[config.mk]
export PLATFORM = sky130hd
export DESIGN_NAME = led_frame_scanner_flat
export DESIGN_NICKNAME = d
export VERILOG_FILES = /design/src/rtl/led_frame_scanner_pkg.sv /design/src/rtl/led_frame_scanner_if.sv /design/src/rtl/led_frame_scanner_gap_timer.sv /design/src/rtl/led_frame_scanner.sv /design/src/flat_wrapper.sv
export SDC_FILE = /design/constraint.sdc
export NUM_CORES = 1
export LEC_CHECK = 0
export BUFFER_PORTS_ARGS = -buffer_cell sky130_fd_sc_hd__buf_2
export CAP_MARGIN = 5
export CORE_UTILIZATION = 49
export DETAILED_ROUTE_END_ITERATION = 10
export PLACE_DENSITY_LB_ADDON = 0.3
export SYNTH_ARGS = -nofsm -noshare
export SYNTH_HDL_FRONTEND = slang
export SYNTH_SLANG_ARGS = --single-unit
[constraint.sdc]
create_clock -name clk -period 3 [get_ports clk]
set_input_delay 0.3 -clock clk [delete_from_list [all_inputs] [get_ports clk]]
set_output_delay 0.3 -clock clk [all_outputs]
set_load 0.02 [all_outputs]
[src/rtl/led_frame_scanner_pkg.sv]
// led_frame_scanner_pkg: shared state encoding, default sizes and gap-counter width helper
package led_frame_scanner_pkg;

    typedef enum logic [2:0] {IDLE, MAP, READ, LATCH, SEND, GAP} state_t;

    localparam int LED_NUM_DEF = 64;
    localparam int PIX_W       = 24;
    localparam int RST_GAP_DEF = 15000;

    function automatic int gap_w(input int cycles);
        return cycles > 0 ? $clog2(cycles + 1) : 1;
    endfunction

endpackage

[src/rtl/led_frame_scanner_if.sv]
// led_frame_scanner_if: frame control, mapper, pixel RAM and serializer handshake signals
interface led_frame_scanner_if #(
    parameter int IDX_W  = 6,
    parameter int DATA_W = led_frame_scanner_pkg::PIX_W
);
    logic              start, busy, done;
    logic [IDX_W-1:0]  idx, addr;
    logic              ram_rd_en;
    logic [IDX_W-1:0]  ram_rd_addr;
    logic [DATA_W-1:0] ram_rd_data;
    logic [DATA_W-1:0] pix_data;
    logic              pix_valid, pix_ready;

    modport master (
        input  start, addr, ram_rd_data, pix_ready,
        output busy, done, idx, ram_rd_en, ram_rd_addr, pix_data, pix_valid
    );

    modport slave (
        output start, addr, ram_rd_data, pix_ready,
        input  busy, done, idx, ram_rd_en, ram_rd_addr, pix_data, pix_valid
    );
endinterface

[src/rtl/led_frame_scanner_gap_timer.sv]
// led_gap_timer: loadable down-counter raising tc while it sits at zero after a load
module led_gap_timer #(
    parameter int W = 1
) (
    input  logic         clk,
    input  logic         rst,
    input  logic         load,
    input  logic [W-1:0] load_val,
    output logic         tc
);
    logic [W-1:0] cnt;
    logic         run;

    always_ff @(posedge clk or posedge rst) begin
        if (rst) begin
            cnt <= '0;
            run <= 1'b0;
        end else if (load) begin
            cnt <= load_val;
            run <= 1'b1;
        end else if (run) begin
            run <= cnt != '0;
            if (cnt != '0) cnt <= cnt - 1'b1;
        end
    end

    assign tc = run && cnt == '0;
endmodule

[src/rtl/led_frame_scanner.sv]
// led_frame_scanner: walks one frame of LEDs through mapper and RAM into the serializer, then the latch gap
module led_frame_scanner
    import led_frame_scanner_pkg::*;
#(
    parameter int LED_NUM        = LED_NUM_DEF,
    parameter int IDX_W          = 6,
    parameter int DATA_W         = PIX_W,
    parameter int RST_GAP_CYCLES = RST_GAP_DEF
) (
    input logic                clk,
    input logic                rst,
    led_frame_scanner_if.master bus
);
    localparam int               GW       = gap_w(RST_GAP_CYCLES);
    localparam logic [GW-1:0]    GAP_LOAD = GW'(RST_GAP_CYCLES > 0 ? RST_GAP_CYCLES - 1 : 0);
    localparam logic [IDX_W-1:0] LAST     = IDX_W'(LED_NUM - 1);

    state_t            state;
    logic [IDX_W-1:0]  idx;
    logic [DATA_W-1:0] pix_data;
    logic              busy, done, rd_en, pix_valid, tc, gap_load;

    // The timer starts counting in the first GAP cycle; its tc schedules done one cycle later.
    assign gap_load = state == SEND && bus.pix_ready && idx == LAST && RST_GAP_CYCLES > 0;

    led_gap_timer #(.W(GW)) u_gap (
        .clk(clk),
        .rst(rst),
        .load(gap_load),
        .load_val(GAP_LOAD),
        .tc(tc)
    );

    always_ff @(posedge clk or posedge rst) begin
        if (rst) begin
            state     <= IDLE;
            idx       <= '0;
            pix_data  <= '0;
            pix_valid <= 1'b0;
            rd_en     <= 1'b0;
            busy      <= 1'b0;
            done      <= 1'b0;
        end else begin
            done <= 1'b0;
            case (state)
                IDLE: if (bus.start) begin
                    state <= MAP;
                    idx   <= '0;
                    busy  <= 1'b1;
                end
                MAP: begin
                    state <= READ;
                    rd_en <= 1'b1;
                end
                READ: begin
                    state <= LATCH;
                    rd_en <= 1'b0;
                end
                LATCH: begin
                    state     <= SEND;
                    pix_data  <= bus.ram_rd_data;
                    pix_valid <= 1'b1;
                end
                SEND: if (bus.pix_ready) begin
                    pix_valid <= 1'b0;
                    if (idx != LAST) begin
                        idx   <= idx + 1'b1;
                        state <= MAP;
                    end else if (RST_GAP_CYCLES > 0) begin
                        state <= GAP;
                    end else begin
                        state <= IDLE;
                        busy  <= 1'b0;
                        done  <= 1'b1;
                    end
                end
                GAP: if (done) begin
                    state <= IDLE;
                    busy  <= 1'b0;
                end else if (tc) begin
                    done <= 1'b1;
                end
                default: state <= IDLE;
            endcase
        end
    end

    assign bus.busy        = busy;
    assign bus.done        = done;
    assign bus.idx         = idx;
    assign bus.ram_rd_en   = rd_en;
    assign bus.ram_rd_addr = bus.addr;
    assign bus.pix_data    = pix_data;
    assign bus.pix_valid   = pix_valid;
endmodule

[src/flat_wrapper.sv]
// flat-port wrapper written by rule: the top's interface ports become plain ports
module led_frame_scanner_flat import led_frame_scanner_pkg::*;
#(
    parameter int LED_NUM        = LED_NUM_DEF,
    parameter int IDX_W          = 6,
    parameter int DATA_W         = PIX_W,
    parameter int RST_GAP_CYCLES = RST_GAP_DEF
)
  (clk, rst, bus_start, bus_addr, bus_ram_rd_data, bus_pix_ready, bus_busy, bus_done, bus_idx, bus_ram_rd_en, bus_ram_rd_addr, bus_pix_data, bus_pix_valid);
  led_frame_scanner_if #(.IDX_W(IDX_W), .DATA_W(DATA_W)) bus_i ();
  input logic clk;
  input logic rst;
  input wire logic [$bits(bus_i.start)-1:0] bus_start;
  input wire logic [$bits(bus_i.addr)-1:0] bus_addr;
  input wire logic [$bits(bus_i.ram_rd_data)-1:0] bus_ram_rd_data;
  input wire logic [$bits(bus_i.pix_ready)-1:0] bus_pix_ready;
  output wire logic [$bits(bus_i.busy)-1:0] bus_busy;
  output wire logic [$bits(bus_i.done)-1:0] bus_done;
  output wire logic [$bits(bus_i.idx)-1:0] bus_idx;
  output wire logic [$bits(bus_i.ram_rd_en)-1:0] bus_ram_rd_en;
  output wire logic [$bits(bus_i.ram_rd_addr)-1:0] bus_ram_rd_addr;
  output wire logic [$bits(bus_i.pix_data)-1:0] bus_pix_data;
  output wire logic [$bits(bus_i.pix_valid)-1:0] bus_pix_valid;
  assign bus_i.start = bus_start;
  assign bus_i.addr = bus_addr;
  assign bus_i.ram_rd_data = bus_ram_rd_data;
  assign bus_i.pix_ready = bus_pix_ready;
  assign bus_busy = bus_i.busy;
  assign bus_done = bus_i.done;
  assign bus_idx = bus_i.idx;
  assign bus_ram_rd_en = bus_i.ram_rd_en;
  assign bus_ram_rd_addr = bus_i.ram_rd_addr;
  assign bus_pix_data = bus_i.pix_data;
  assign bus_pix_valid = bus_i.pix_valid;
  led_frame_scanner #(.LED_NUM(LED_NUM), .IDX_W(IDX_W), .DATA_W(DATA_W), .RST_GAP_CYCLES(RST_GAP_CYCLES)) u_core (.clk(clk), .rst(rst), .bus(bus_i));
endmodule
==> results_dict.tcl, run 1 <==
set metrics [dict create \
    outcome "finished, final reports clean" \
    die_area_um2 5230 \
    diodes 0 \
    relSlewSlack_pct 30.4 \
    cp_top_family "simple AND/OR/NAND/NOR gates" \
    routedWlPerCell_um 13.7 \
    critPathKind "reg -> reg" \
    path_clk_slew_ns 0.09 \
    yosys-top-cells-count "52 x dfrtp_1, 26 x mux2_2, 15 x nand2_1" \
    cpPeakStageDelay_ns 0.51 \
    drc 0 \
    routed-via-count 1857 \
    cp.arrival_ns 2.46 \
    place_hpwl_um 3310 \
    min_period_ns 2.21 \
    wl_um 4650 \
    synth.top_cell.area_share_pct 53.7 \
    fin_util_pct 60.3 \
    gp_congestion 0.824 \
    cts_tree "done" \
    initial_core_util_pct 51.0 \
    synth-edff-count 0 \
    cts_buffer_depth 2 \
    crit_required_ns 3.24 \
    worstReg2RegStart "u_core.u_gap.cnt[0]" \
    coreArea_um2 4750 \
    cp_max_fo 6 \
    syn_area_um2 2420 \
    fmax_mhz 452 \
    yosysSeqAreaShare_pct 53.7 \
    ys.flop_type "dfrtp_1" \
    cts_hold_buf 0 \
    maxSlewViolCount 0 \
    crit_start "u_core.u_gap.cnt[0]" \
    viasPerCell 5.48 \
    synth-seq-cells 52 \
    hp-class "in -> reg" \
    p_per_area_nw_per_um2 844 \
    dp.cells 331 \
    async_flop_share_pct 100 \
    cts_inserted_buffers 5 \
    rsz0062_at_grt "false" \
    ir_worst_vdd_mv 0.471 \
    htree_levels 2 \
    stdcell_count 339 \
    end_kind "flip-flop" \
    ios 74 \
    worst-path-buf-inv 1 \
    drv_cap 0 \
    area_growth_pct 18.3 \
    nNetsFinal 307 \
    die_h_um 72.3 \
    whs_path_depth 2 \
    initialDrtViolationCount 57 \
    skew_ns 0.00709 \
    crit_chain "inv_1 > ha_1 > or4b_4 > or4_4 > or3_1 > a21oi_1" \
    post_cts_buffers 0 \
    grt_usage_pct 18.8 \
    syn_area_per_cell_um2 11.4 \
    yosysMostFrequentCell "dfrtp_1" \
    insertion_delay_ns 0.31 \
    reg2regPathDepth 6 \
    synthTopCellsByArea "dfrtp_1 54%, mux2_2 12%, nand2_1 2.3%, nand3_1 2.3%, o21ai_0 2.3%" \
    timing.rr.end "u_core.u_gap.cnt[10]" \
    antenna_left 0 \
    cp_slowest_cell "or4b_4" \
    portBuffers 61 \
    yosysWarnings 0 \
    postCtsResizedCells 0 \
    firstDrtPassIters 4 \
    die_width_um 72.3 \
    setup_tns_ns 0 \
    syn_inst 213 \
    grt-ovfl-total 0 \
    synth_cell_types 39 \
    grt_pass1_vias 1720 \
    grt_max_degree 53 \
    timing.final.crit_share_pct 73.8 \
    synth_nets 249 \
    cts.sinks 52 \
    fp-row-count 25 \
    startpoint_type "flip-flop" \
    hold_viol_final 0 \
    yosys.area.top_type "dfrtp_1" \
    tightest_slew_ns 1.04 \
    antenna_found_initial 0 \
    p_leak_nw 1.24 \
    reg2reg_setup_slack_ns 0.79 \
    total_power_w 0.00242 \
    setup_viol 0 \
    drive_gt1_share_pct 38.2 \
    holdWs_ns 0.210 \
    min-delay-start "bus_ram_rd_data[6]" \
    cts-root-buf "clkbuf_8" \
    grt_pass1_wl_um 7670 \
    hold_end "u_core.bus.pix_data[6]" \
]
==> flip-flops by register name, indices dropped and copies added, names as in the netlist <==
| name | cells |
|---|---|
| u_core.bus.done | 1 |
| u_core.bus.idx | 6 |
| u_core.bus.pix_data | 24 |
| u_core.bus.busy | 1 |
| u_core.u_gap.cnt | 14 |
| u_core.u_gap.run | 1 |
| u_core.bus.ram_rd_en | 1 |
| u_core.state | 3 |
| u_core.bus.pix_valid | 1 |
==> placed cells by master, fill, tap and decap left out, types with 8 or more instances in the layout <==
| cell type | count |
|---|---|
| o21ai_0 | 11 |
| or3_1 | 8 |
| dfrtp_1 | 52 |
| nor2_1 | 8 |
| nand2_1 | 15 |
| nand3_1 | 11 |
| mux2_2 | 26 |
| buf_2 | 61 |
| a21oi_1 | 8 |
==> how the worst max path moves through the flow <==
stage                            to  slack (ns)  cells past startpoint
3_3_place_gp   u_core.u_gap.cnt[10]        0.88                      6
2_1_floorplan   u_core.u_gap.cnt[1]        0.89                      7
4_1_cts        u_core.u_gap.cnt[10]        0.78                      6
5_1_grt         u_core.u_gap.cnt[1]        0.70                      7
6_report       u_core.u_gap.cnt[10]        0.79                      6
3_5_place_dp   u_core.u_gap.cnt[10]        0.80                      6
==> kinds of logic (layout without fill, tap and decap cells) <==
| kind of cell | Yosys count | in the layout | share of synthesized area, % |
|---|---|---|---|
| and+or+nand+nor | 74 | 74 | 17.9 |
| buffers and inverters | 19 | 78 | 4.03 |
| DFF | 52 | 52 | 53.7 |
| muxes | 29 | 29 | 13.4 |
| xor gates and xnor gates | 4 | 4 | 1.45 |
| AOI/OAI and AO/OA | 33 | 33 | 8.57 |
| adders and majority gates | 2 | 2 | 1.03 |
==> stage by stage <==
| stage | worst slack, ns | instance area, µm² |
|---|---|---|
| floorplan | 0.888 | 2420 |
| global placement | 0.876 | 2760 |
| detailed placement | 0.799 | 2760 |
| CTS | 0.780 | 2870 |
| global route | 0.703 | 2870 |
| finish | 0.786 | 2870 |
==> routing by layer <==
layer | global-route usage [%] | routed length [µm]
met4 | 8.71 | 89
met5 | 0 | 0
met3 | 4.58 | 209
met2 | 31.2 | 2360
met1 | 23.3 | 1990
==> final cells by class <==
cell class | count | area [µm²]
Clock buffer | 6 | 72.6
Clock inverter | 2 | 38.8
Fill cell | 443 | 1890
Inverter | 7 | 26.3
Multi-Input combinational cell | 142 | 1020
Sequential cell | 52 | 1300
Tap cell | 67 | 83.8
Timing Repair Buffer | 63 | 320
==> power breakdown <==
part	internal, W	switching, W
registers	0.000909	0.000147
logic	0.000387	0.000491
clock network	0.000252	0.000234
total	0.00155	0.000872
Note: power is estimated with default switching activity, not from simulation.
==> inputs of run 2 (changes only) <==
- clock period: 3 -> 2.1 ns (I/O delays scaled with it)
==> results_dict.tcl, run 2 (synthesized netlist as in run 1, its figures left out) <==
set metrics [dict create \
    viasPerCell 5.36 \
    cts.sinks 52 \
    skew_ns 0.00699 \
    htree_levels 2 \
    portBuffers 61 \
    relSlewSlack_pct 56.3 \
    p_leak_nw 1.40 \
    diodes 0 \
    ios 74 \
    grt_pass1_vias 1873 \
    grt-ovfl-total 0 \
    die_h_um 72.3 \
    cp.arrival_ns 2.27 \
    firstDrtPassIters 4 \
    die_area_um2 5230 \
    place_ws_ns -0.0567 \
    cts_tree "done" \
    regMostFlops "u_core.bus.pix_data" \
    wl_um 4880 \
    fin_ws_ns 0.0510 \
    timing.final.crit_share_pct 97.6 \
    tightest_slew_ns 0.655 \
    place_hpwl_um 3460 \
    layout_common_cells "61 x buf_2, 52 x dfrtp_1, 26 x mux2_2, 25 x buf_4, 15 x nand2_1" \
    largest_reg_flops 24 \
    antenna_found_initial 0 \
    maxSlewViolCount 0 \
    nNetsFinal 331 \
    antenna_left 0 \
    fp-row-count 25 \
    hold_viol_final 0 \
    routedWlPerCell_um 13.5 \
    crit_required_ns 2.32 \
    drc 0 \
    cts_buffer_depth 2 \
    ir_worst_vdd_mv 0.734 \
    grt_usage_pct 19.9 \
    insertion_delay_ns 0.29 \
    fmax_mhz 488 \
    min_period_ns 2.05 \
    drive_gt1_share_pct 45.4 \
    grt_max_degree 53 \
    cts-root-buf "clkbuf_8" \
    startpoint_type "flip-flop" \
    setup_viol 0 \
    holdWs_ns 0.0749 \
    end_kind "flip-flop" \
    initial_core_util_pct 51.0 \
    critPathKind "reg -> reg" \
    die_width_um 72.3 \
    routed-via-count 1942 \
    final_common_cell "buf_2" \
    initialDrtViolationCount 120 \
    area_growth_pct 28.2 \
    drv_cap 0 \
    cts_inserted_buffers 5 \
    total_power_w 0.00360 \
    coreArea_um2 4750 \
    gp_congestion 0.852 \
    largest_registers "u_core.bus.pix_data x24, u_core.u_gap.cnt x14, u_core.bus.idx x6" \
    fin_util_pct 65.3 \
    cp_max_fo 4 \
    path_clk_slew_ns 0.09 \
    p_per_area_nw_per_um2 1160 \
    hp-class "in -> async" \
    grt_pass1_wl_um 8250 \
    outcome "finished, final reports clean" \
]
## run 2: power breakdown
part	switching, W	internal, W
Sequential	0.000158	0.00130
Clock	0.000304	0.000469
Combinational	0.000761	0.000607
Total	0.00122	0.00238
## run 2: path summary, 6_finish.rpt
| kind | start | endpoint | slack, ns | depth (start not counted) |
|---|---|---|---|---|
| worst max-delay path | u_core.u_gap.cnt[0] | u_core.u_gap.cnt[6] | 0.05 | 7 |
| min in group clk | bus_ram_rd_data[18] | u_core.bus.pix_data[18] | 0.14 | 2 |
| worst min-delay path | rst | u_core.bus.pix_data[0] | 0.07 | 3 |
| worst min register to register | u_core.bus.pix_data[8] | u_core.bus.pix_data[8] | 0.51 | 1 |
| max in group asynchronous | rst | u_core.u_gap.cnt[13] | 1.58 | 3 |
| worst max register to register | u_core.u_gap.cnt[0] | u_core.u_gap.cnt[6] | 0.05 | 7 |
## run 2: stage by stage
step	setup TNS [ns]	std cells	area, µm²
after floorplan	-0.00769	213	2430
after global placement	0	348	2900
after detailed placement	-0.0567	348	2900
after CTS	0	359	3070
after global routing	-0.0153	362	3110
final	0	362	3110
## run 2: routing by layer
layer | vias up | part of all wire, % | global-route usage [%]
li1 | 942 | - | -
met1 | 944 | 44 | 26.3
met4 | 0 | 0.47 | 4.36
met2 | 52 | 51 | 33.9
met3 | 4 | 4.2 | 4.03
met5 | - | 0 | 0
## run 2: layout make-up
| cell class | instances | area, µm² |
|---|---|---|
| clock buffer | 5 | 68.8 |
| clock inverter | 2 | 60.1 |
| fill | 384 | 1650 |
| inverter | 7 | 26.3 |
| multi-input combinational | 142 | 1060 |
| sequential | 52 | 1300 |
| tap | 67 | 83.8 |
| timing repair buffer | 87 | 504 |
## run 2: what timing repair did
item                                    in CTS  in global routing
setup buffers                                4                  2
endpoints found under the setup margin       1                  9
hold buffers                                 0                  0
cloned                                       0                  1
pin swaps                                    2                  4
gates resized for setup                      5                  4
## run 2: worst max-delay path, stage by stage, from the launching register on
cell,delay (ns)
dfrtp_1,0.40
inv_2,0.09
ha_4,0.13
or4b_4,0.45
buf_4,0.16
buf_4,0.14
or4_4,0.48
a21oi_2,0.14
